--- src/rtl/approx_mac_pkg.sv ---
// rtl/approx_mac_pkg.sv - shared types and constants for the approximate MAC accumulator
package approx_mac_pkg;

  typedef enum logic {
    IDLE  = 1'b0,
    ACCUM = 1'b1
  } state_t;

  localparam int ACC_W_DEF     = 40;
  localparam int MAX_TERMS_DEF = 256;

  // Clamp limits for a w-bit signed accumulator; w must not exceed 64.
  function automatic logic signed [63:0] sat_hi(input int w);
    return (64'sd1 <<< (w - 1)) - 64'sd1;
  endfunction

  function automatic logic signed [63:0] sat_lo(input int w);
    return -(64'sd1 <<< (w - 1));
  endfunction

endpackage

--- src/rtl/approx_mac_acc_sat_add.sv ---
// rtl/approx_mac_acc_sat_add.sv - W-bit signed adder with overflow detect
// Clamps to the signed limits on overflow when ACC_SAT_EN is defined, wraps otherwise.
module sat_add
  import approx_mac_pkg::*;
#(
  parameter int W = ACC_W_DEF
) (
  input  logic [W-1:0] a,
  input  logic [W-1:0] b,
  output logic [W-1:0] sum,
  output logic         ovf
);

  logic [W-1:0] raw;

  assign raw = a + b;
  assign ovf = (a[W-1] == b[W-1]) && (raw[W-1] != a[W-1]);

`ifdef ACC_SAT_EN
  localparam logic [W-1:0] HI = W'(sat_hi(W));
  localparam logic [W-1:0] LO = W'(sat_lo(W));

  // Overflow direction follows the operands' common sign.
  assign sum = ovf ? (a[W-1] ? LO : HI) : raw;
`else
  assign sum = raw;
`endif

endmodule

--- src/rtl/approx_mac_acc.sv ---
// rtl/approx_mac_acc.sv - streaming signed frame accumulator behind the approximate multiplier
// Optional saturation via ACC_SAT_EN (see sat_add).
module approx_mac_acc
  import approx_mac_pkg::*;
#(
  parameter int ACC_W     = ACC_W_DEF,
  parameter int MAX_TERMS = MAX_TERMS_DEF,
  parameter int CNT_W     = $clog2(MAX_TERMS + 1)
) (
  input  logic             clk,
  input  logic             rst,
  input  logic             in_valid,
  output logic             in_ready,
  input  logic [31:0]      in_p,
  input  logic             in_last,
  output logic             out_valid,
  input  logic             out_ready,
  output logic [ACC_W-1:0] out_sum,
  output logic [CNT_W-1:0] out_cnt,
  output logic             out_ovf,
  output logic             out_trunc
);

  state_t             state;
  logic [ACC_W-1:0]   acc;
  logic [CNT_W-1:0]   cnt;
  logic               ovf_sticky;

  logic               accept;
  logic [ACC_W-1:0]   base;
  logic [ACC_W-1:0]   p_ext;
  logic [ACC_W-1:0]   next_sum;
  logic               add_ovf;
  logic [CNT_W-1:0]   cnt_next;
  logic               ovf_next;
  logic               hit_max;
  logic               close;

  // A pending result blocks input only while the consumer is not taking it.
  assign in_ready = ~out_valid | out_ready;
  assign accept   = in_valid & in_ready;

  assign base     = (state == IDLE) ? '0 : acc;
  assign p_ext    = {{(ACC_W-32){in_p[31]}}, in_p};
  assign cnt_next = ((state == IDLE) ? '0 : cnt) + CNT_W'(1);
  assign ovf_next = ((state == ACCUM) & ovf_sticky) | add_ovf;
  assign hit_max  = (cnt_next == CNT_W'(MAX_TERMS));
  assign close    = in_last | hit_max;

  sat_add #(.W(ACC_W)) u_add (
    .a   (base),
    .b   (p_ext),
    .sum (next_sum),
    .ovf (add_ovf)
  );

  always_ff @(posedge clk) begin
    if (rst) begin
      state      <= IDLE;
      acc        <= '0;
      cnt        <= '0;
      ovf_sticky <= 1'b0;
      out_valid  <= 1'b0;
      out_sum    <= '0;
      out_cnt    <= '0;
      out_ovf    <= 1'b0;
      out_trunc  <= 1'b0;
    end else begin
      if (out_valid && out_ready) begin
        out_valid <= 1'b0;
      end
      if (accept) begin
        if (close) begin
          // A close in the same cycle as a consume overrides the clear above.
          out_sum   <= next_sum;
          out_cnt   <= cnt_next;
          out_ovf   <= ovf_next;
          out_trunc <= hit_max & ~in_last;
          out_valid <= 1'b1;
          state     <= IDLE;
        end else begin
          acc        <= next_sum;
          cnt        <= cnt_next;
          ovf_sticky <= ovf_next;
          state      <= ACCUM;
        end
      end
    end
  end

endmodule

--- config.mk ---
export PLATFORM = sky130hd
export DESIGN_NAME = approx_mac_acc
export DESIGN_NICKNAME = d
export VERILOG_FILES = /design/src/rtl/approx_mac_pkg.sv /design/src/rtl/approx_mac_acc_sat_add.sv /design/src/rtl/approx_mac_acc.sv
export SDC_FILE = /design/constraint.sdc
export NUM_CORES = 1
export LEC_CHECK = 0
export ABC_AREA = 0
export CAP_MARGIN = 20
export CORE_MARGIN = 2
export CORE_UTILIZATION = 58
export DETAILED_ROUTE_END_ITERATION = 7
export PLACE_DENSITY = 0.81
export SLEW_MARGIN = 20
export SYNTH_ARGS = -nofsm -noshare
export SYNTH_HDL_FRONTEND = slang
export SYNTH_HIERARCHICAL = 1
export SYNTH_SLANG_ARGS = --single-unit
--- constraint.sdc ---
create_clock -name clk -period 4.2 [get_ports clk]
set_input_delay 1.05 -clock clk [delete_from_list [all_inputs] [get_ports clk]]
set_output_delay 1.05 -clock clk [all_outputs]
set_load 0.01 [all_outputs]
==> results of run 1 <==
## area by class of cell
type / count / share of cell area [%]
multi-input combinational: 870 / 58.9
sequential: 103 / 20.0
timing repair buffer: 182 / 15.4
clock buffer: 10 / 2.32
tap: 184 / 2.24
inverter: 18 / 0.657
clock inverter: 6 / 0.450
## placed cells by master (no fill, tap or decap), types with 3 or more instances in the layout
master	count
sky130_fd_sc_hd__and2_1	46
sky130_fd_sc_hd__nor3b_1	8
sky130_fd_sc_hd__inv_1	18
sky130_fd_sc_hd__clkbuf_16	9
sky130_fd_sc_hd__a211o_1	45
sky130_fd_sc_hd__o211ai_1	6
sky130_fd_sc_hd__nor3_1	14
sky130_fd_sc_hd__o21bai_1	4
sky130_fd_sc_hd__a221o_1	3
sky130_fd_sc_hd__nand2_1	37
sky130_fd_sc_hd__a31oi_1	7
sky130_fd_sc_hd__o2bb2ai_1	41
sky130_fd_sc_hd__a21o_1	19
sky130_fd_sc_hd__nand3_1	22
sky130_fd_sc_hd__mux2i_1	45
sky130_fd_sc_hd__xor2_1	19
sky130_fd_sc_hd__o31a_1	3
sky130_fd_sc_hd__nand4_1	15
sky130_fd_sc_hd__and4_1	6
sky130_fd_sc_hd__clkdlybuf4s50_1	87
sky130_fd_sc_hd__o31ai_1	3
sky130_fd_sc_hd__nor2_1	113
sky130_fd_sc_hd__and3_1	3
sky130_fd_sc_hd__clkinv_4	3
sky130_fd_sc_hd__dfxtp_1	103
sky130_fd_sc_hd__o21ai_0	34
sky130_fd_sc_hd__o21a_1	9
sky130_fd_sc_hd__or4_1	3
sky130_fd_sc_hd__nor4b_1	44
sky130_fd_sc_hd__or3_1	3
sky130_fd_sc_hd__buf_4	94
sky130_fd_sc_hd__ha_1	41
sky130_fd_sc_hd__nor2b_1	5
sky130_fd_sc_hd__nand2b_1	134
sky130_fd_sc_hd__a21oi_1	63
sky130_fd_sc_hd__xnor2_1	18
## worst register-to-register path: stages, from the launching register on
cell and delay (ns):
sky130_fd_sc_hd__dfxtp_1 0.31, sky130_fd_sc_hd__buf_4 0.19, sky130_fd_sc_hd__buf_4 0.23, sky130_fd_sc_hd__and2_1 0.23, sky130_fd_sc_hd__ha_1 0.24, sky130_fd_sc_hd__buf_4 0.17
sky130_fd_sc_hd__nor3_1 0.13, sky130_fd_sc_hd__a31oi_1 0.05, sky130_fd_sc_hd__or4b_2 0.83, sky130_fd_sc_hd__o31a_2 0.75, sky130_fd_sc_hd__o32ai_2 0.38
## report_power, final
group	switching [uW]	internal [uW]
registers	35.4	1040
logic	321	298
clock network	417	421
## cell families after synthesis
kind of cell | after synthesis | share of synthesized area [%]
AO/OA/AOI/OAI | 273 | 23.4
AND/OR/NAND/NOR | 469 | 31.2
buffers and inverters | 103 | 5.57
adder cells (fa/ha/maj) | 42 | 6.23
XOR/XNOR | 38 | 3.89
multiplexers | 48 | 5.66
flip-flops | 103 | 24.1
## routing by layer
layer	up-vias	GRT usage [%]	routed length (um)
met5	-	0	0
met3	40	4.75	1830
met4	0	12.3	551
met1	4086	43.3	11400
li1	4124	-	-
met2	354	49.0	11300
## stage by stage
step | util [%] | hold WS [ns]
detailed placement | 69.1 | 0.453
finish | 71.1 | 0.469
global placement | 69.1 | 0.451
global route | 71.1 | 0.483
CTS | 71.1 | 0.470
floorplan | - | 0.444
## sequential cells by signal, indices dropped and copies added (netlist names)
signal / cells
acc: 40
out_sum: 40
cnt: 9
out_cnt: 9
out_ovf: 1
out_trunc: 1
out_valid: 1
ovf_sticky: 1
state: 1
## final timing paths
path,to,slack [ns],cells past startpoint
worst max-delay path,out_sum[37]$_SDFFE_PP0P_,0.16,14
worst min-delay path,out_trunc$_SDFFE_PP0P_,0.47,1
worst max register to register,cnt[7]$_SDFFE_PP0P_,0.61,10
worst min register to register,out_trunc$_SDFFE_PP0P_,0.47,1
==> impl_results.md, run 1 <==
* Stage delay of the slowest cell on the critical path at 0.44 ns
* Maximum clock path buffer count at 2
* Multi-input gate area at 0.00606 sq mm
* I/O pin total at 90
* Cell Pwr Density at 246 mW/mm^2
* Number of detailed-routing iterations run before antenna repair at 5
* Final setup violation count at 0
* Post-Synthesis Cell Area at 0.00856 sq mm
* Post-layout min period at 4.04 ns
* Final design instance area without fill at 0.0103 sq mm
* Standard cell area after detailed placement at 0.0100 sq mm
* Synth unique cells at 77
* Weighted congestion reported at the end of routability-driven placement at 0.953
* TritonCTS clock tree: done
* Clock sink total at 103
* Share of Yosys cell area claimed by the top area cell type at 24.1%
* Setup slack after layout at 0.164 ns
* Congestion Overflow GR at 0
* Critical path launch point type: primary input
* PostCTS Resize Cnt at 0
* Clock slew at the register clock pins of the worst setup and hold paths at 0.08 ns
* Aggregate routed wire length at 25.0 mm
* Post-Syn Instances at 1076
* CP Class: in2reg
* Post-placement cell count at 1357
* FP Rows at 44
* Pin slew with the least headroom to its limit at 1.08 ns
* Total count of max-transition violations in the final report at 0
* Height of the chip at 125 um
* Overall fraction of global-route tracks in use at 31.3%
* Number of antenna violations at the first check in global routing at 0
* Worst endpoint data arrival time at 4.35 ns
* Worst Hold Class: reg2reg
* PnR Total Power at 2530 uW
* Area grow syn2layout at 20.2%
* Number of buffers created by CTS at 9
* Post-synthesis sequential area ratio at 24.1%
* Starting density of the core at 59.1%
* Final layout net count at 1263
* Number of global-route vias before repair at 8131
* Initial drt markers at 823
* Vias per cell at 6.27
* Buffer and inverter count on the worst path at 2
* H-Tree Level Count at 3
* Buffer cell driving the clock tree root: sky130_fd_sc_hd__clkbuf_16
* Max-Cap Viols at 0
* Element type at the critical path end: register
* Global-route wire length before repair at 40.6 mm
* Worst-path fanout max at 3
* Post-CTS Hold Buffers at 0
* Number of buffers added for setup after CTS at 0
* DP Wirelength at 17.3 mm
* Proportion of register bits with asynchronous set or reset after synthesis at 0%
* Post-synth top area cell: sky130_fd_sc_hd__dfxtp_1
* Setup repair after global routing missed its margin: no
* Achievable clock frequency at 248 MHz
* Source of the worst register-to-register timing path: state$_SDFFE_PP0P_
* Floorplan die area at 0.0157 sq mm
* Number of antenna cells inserted at 0
* Number of warning messages in the yosys log at 6
* Total via count after detailed routing at 8604
* Worst-path cell with the longest stage delay: sky130_fd_sc_hd__clkdlybuf4s50_1
* Mean instance size in the synthesized netlist at 7.96 sq um
* Horiz. Die Dim at 125 um
* Count of non-filler cells in the finished layout at 1373
* Synthesized flop and latch total at 103
* Most common cell in the synthesized netlist: sky130_fd_sc_hd__nand2b_1
* CP Cell Sequence: clkdlybuf4s50_1, ha_1, a21oi_1, o21ai_1, a2111o_1, a221o_1, o2111a_1, or2_4, buf_4, a221oi_2, nand2b_1, nor2_1, nor4b_1, a211o_1
* Number of remaining DRC errors at 0
* Total nets after synthesis at 1155
* Min-delay src: out_trunc$_SDFFE_PP0P_
* Latest clock arrival within the worst-skew pair at 0.37 ns
* Most common library cells after synthesis: sky130_fd_sc_hd__nand2b_1, sky130_fd_sc_hd__nor2_1, sky130_fd_sc_hd__dfxtp_1
* Area taken by flip-flops and latches at 0.00206 sq mm
* Count of buffers from port buffering at 89
* Worst clock skew at 0.00949 ns
* Result of the run: complete, no violations
* Cell class contributing the biggest share of worst-path delay: compound AO/OA/AOI/OAI gates
* Data required time at the worst endpoint at 4.51 ns
* Worst setup path startpoint: in_p[20]
* Worst setup timing slack at the placement stage at -0.162 ns
* Area of the placeable core at 0.0145 sq mm
* Count of flip-flops with a built-in enable after synthesis at 0
* Leak Pwr at 0.00443 uW
* Worst slew margin at 27.7%
* Layout cell share with drive strength beyond 1 at 11.4%
* Maximum number of pins on one net before global-route repair at 118
* Layout fillers at 1221
* Top flip-flop cell by instance count after synthesis: sky130_fd_sc_hd__dfxtp_1
* Final-layout setup total negative slack at 0 ns
* Period utilization at 96.1%
* Cells taking the most area after synthesis: sky130_fd_sc_hd__dfxtp_1, sky130_fd_sc_hd__nand2b_1, sky130_fd_sc_hd__ha_1
* Worst-case vdd ir drop at 193 uV
* WL/cell at 18.2 um
* Antenna-violating nets left at 0
* Number of hold-slack violations in the final timing report at 0
(Power assumes the default switching activity.)
==> run 2, diff against run 1 <==
--- a/config.mk
+++ b/config.mk
@@ -6,6 +6,7 @@
 export NUM_CORES = 1
 export LEC_CHECK = 0
 export ABC_AREA = 0
+export ABC_CLOCK_PERIOD_IN_PS = 4200
 export CAP_MARGIN = 20
 export CORE_MARGIN = 2
 export CORE_UTILIZATION = 58
==> results of run 2 <==
Final layout, timing and power as in run 1 (identical DEF).
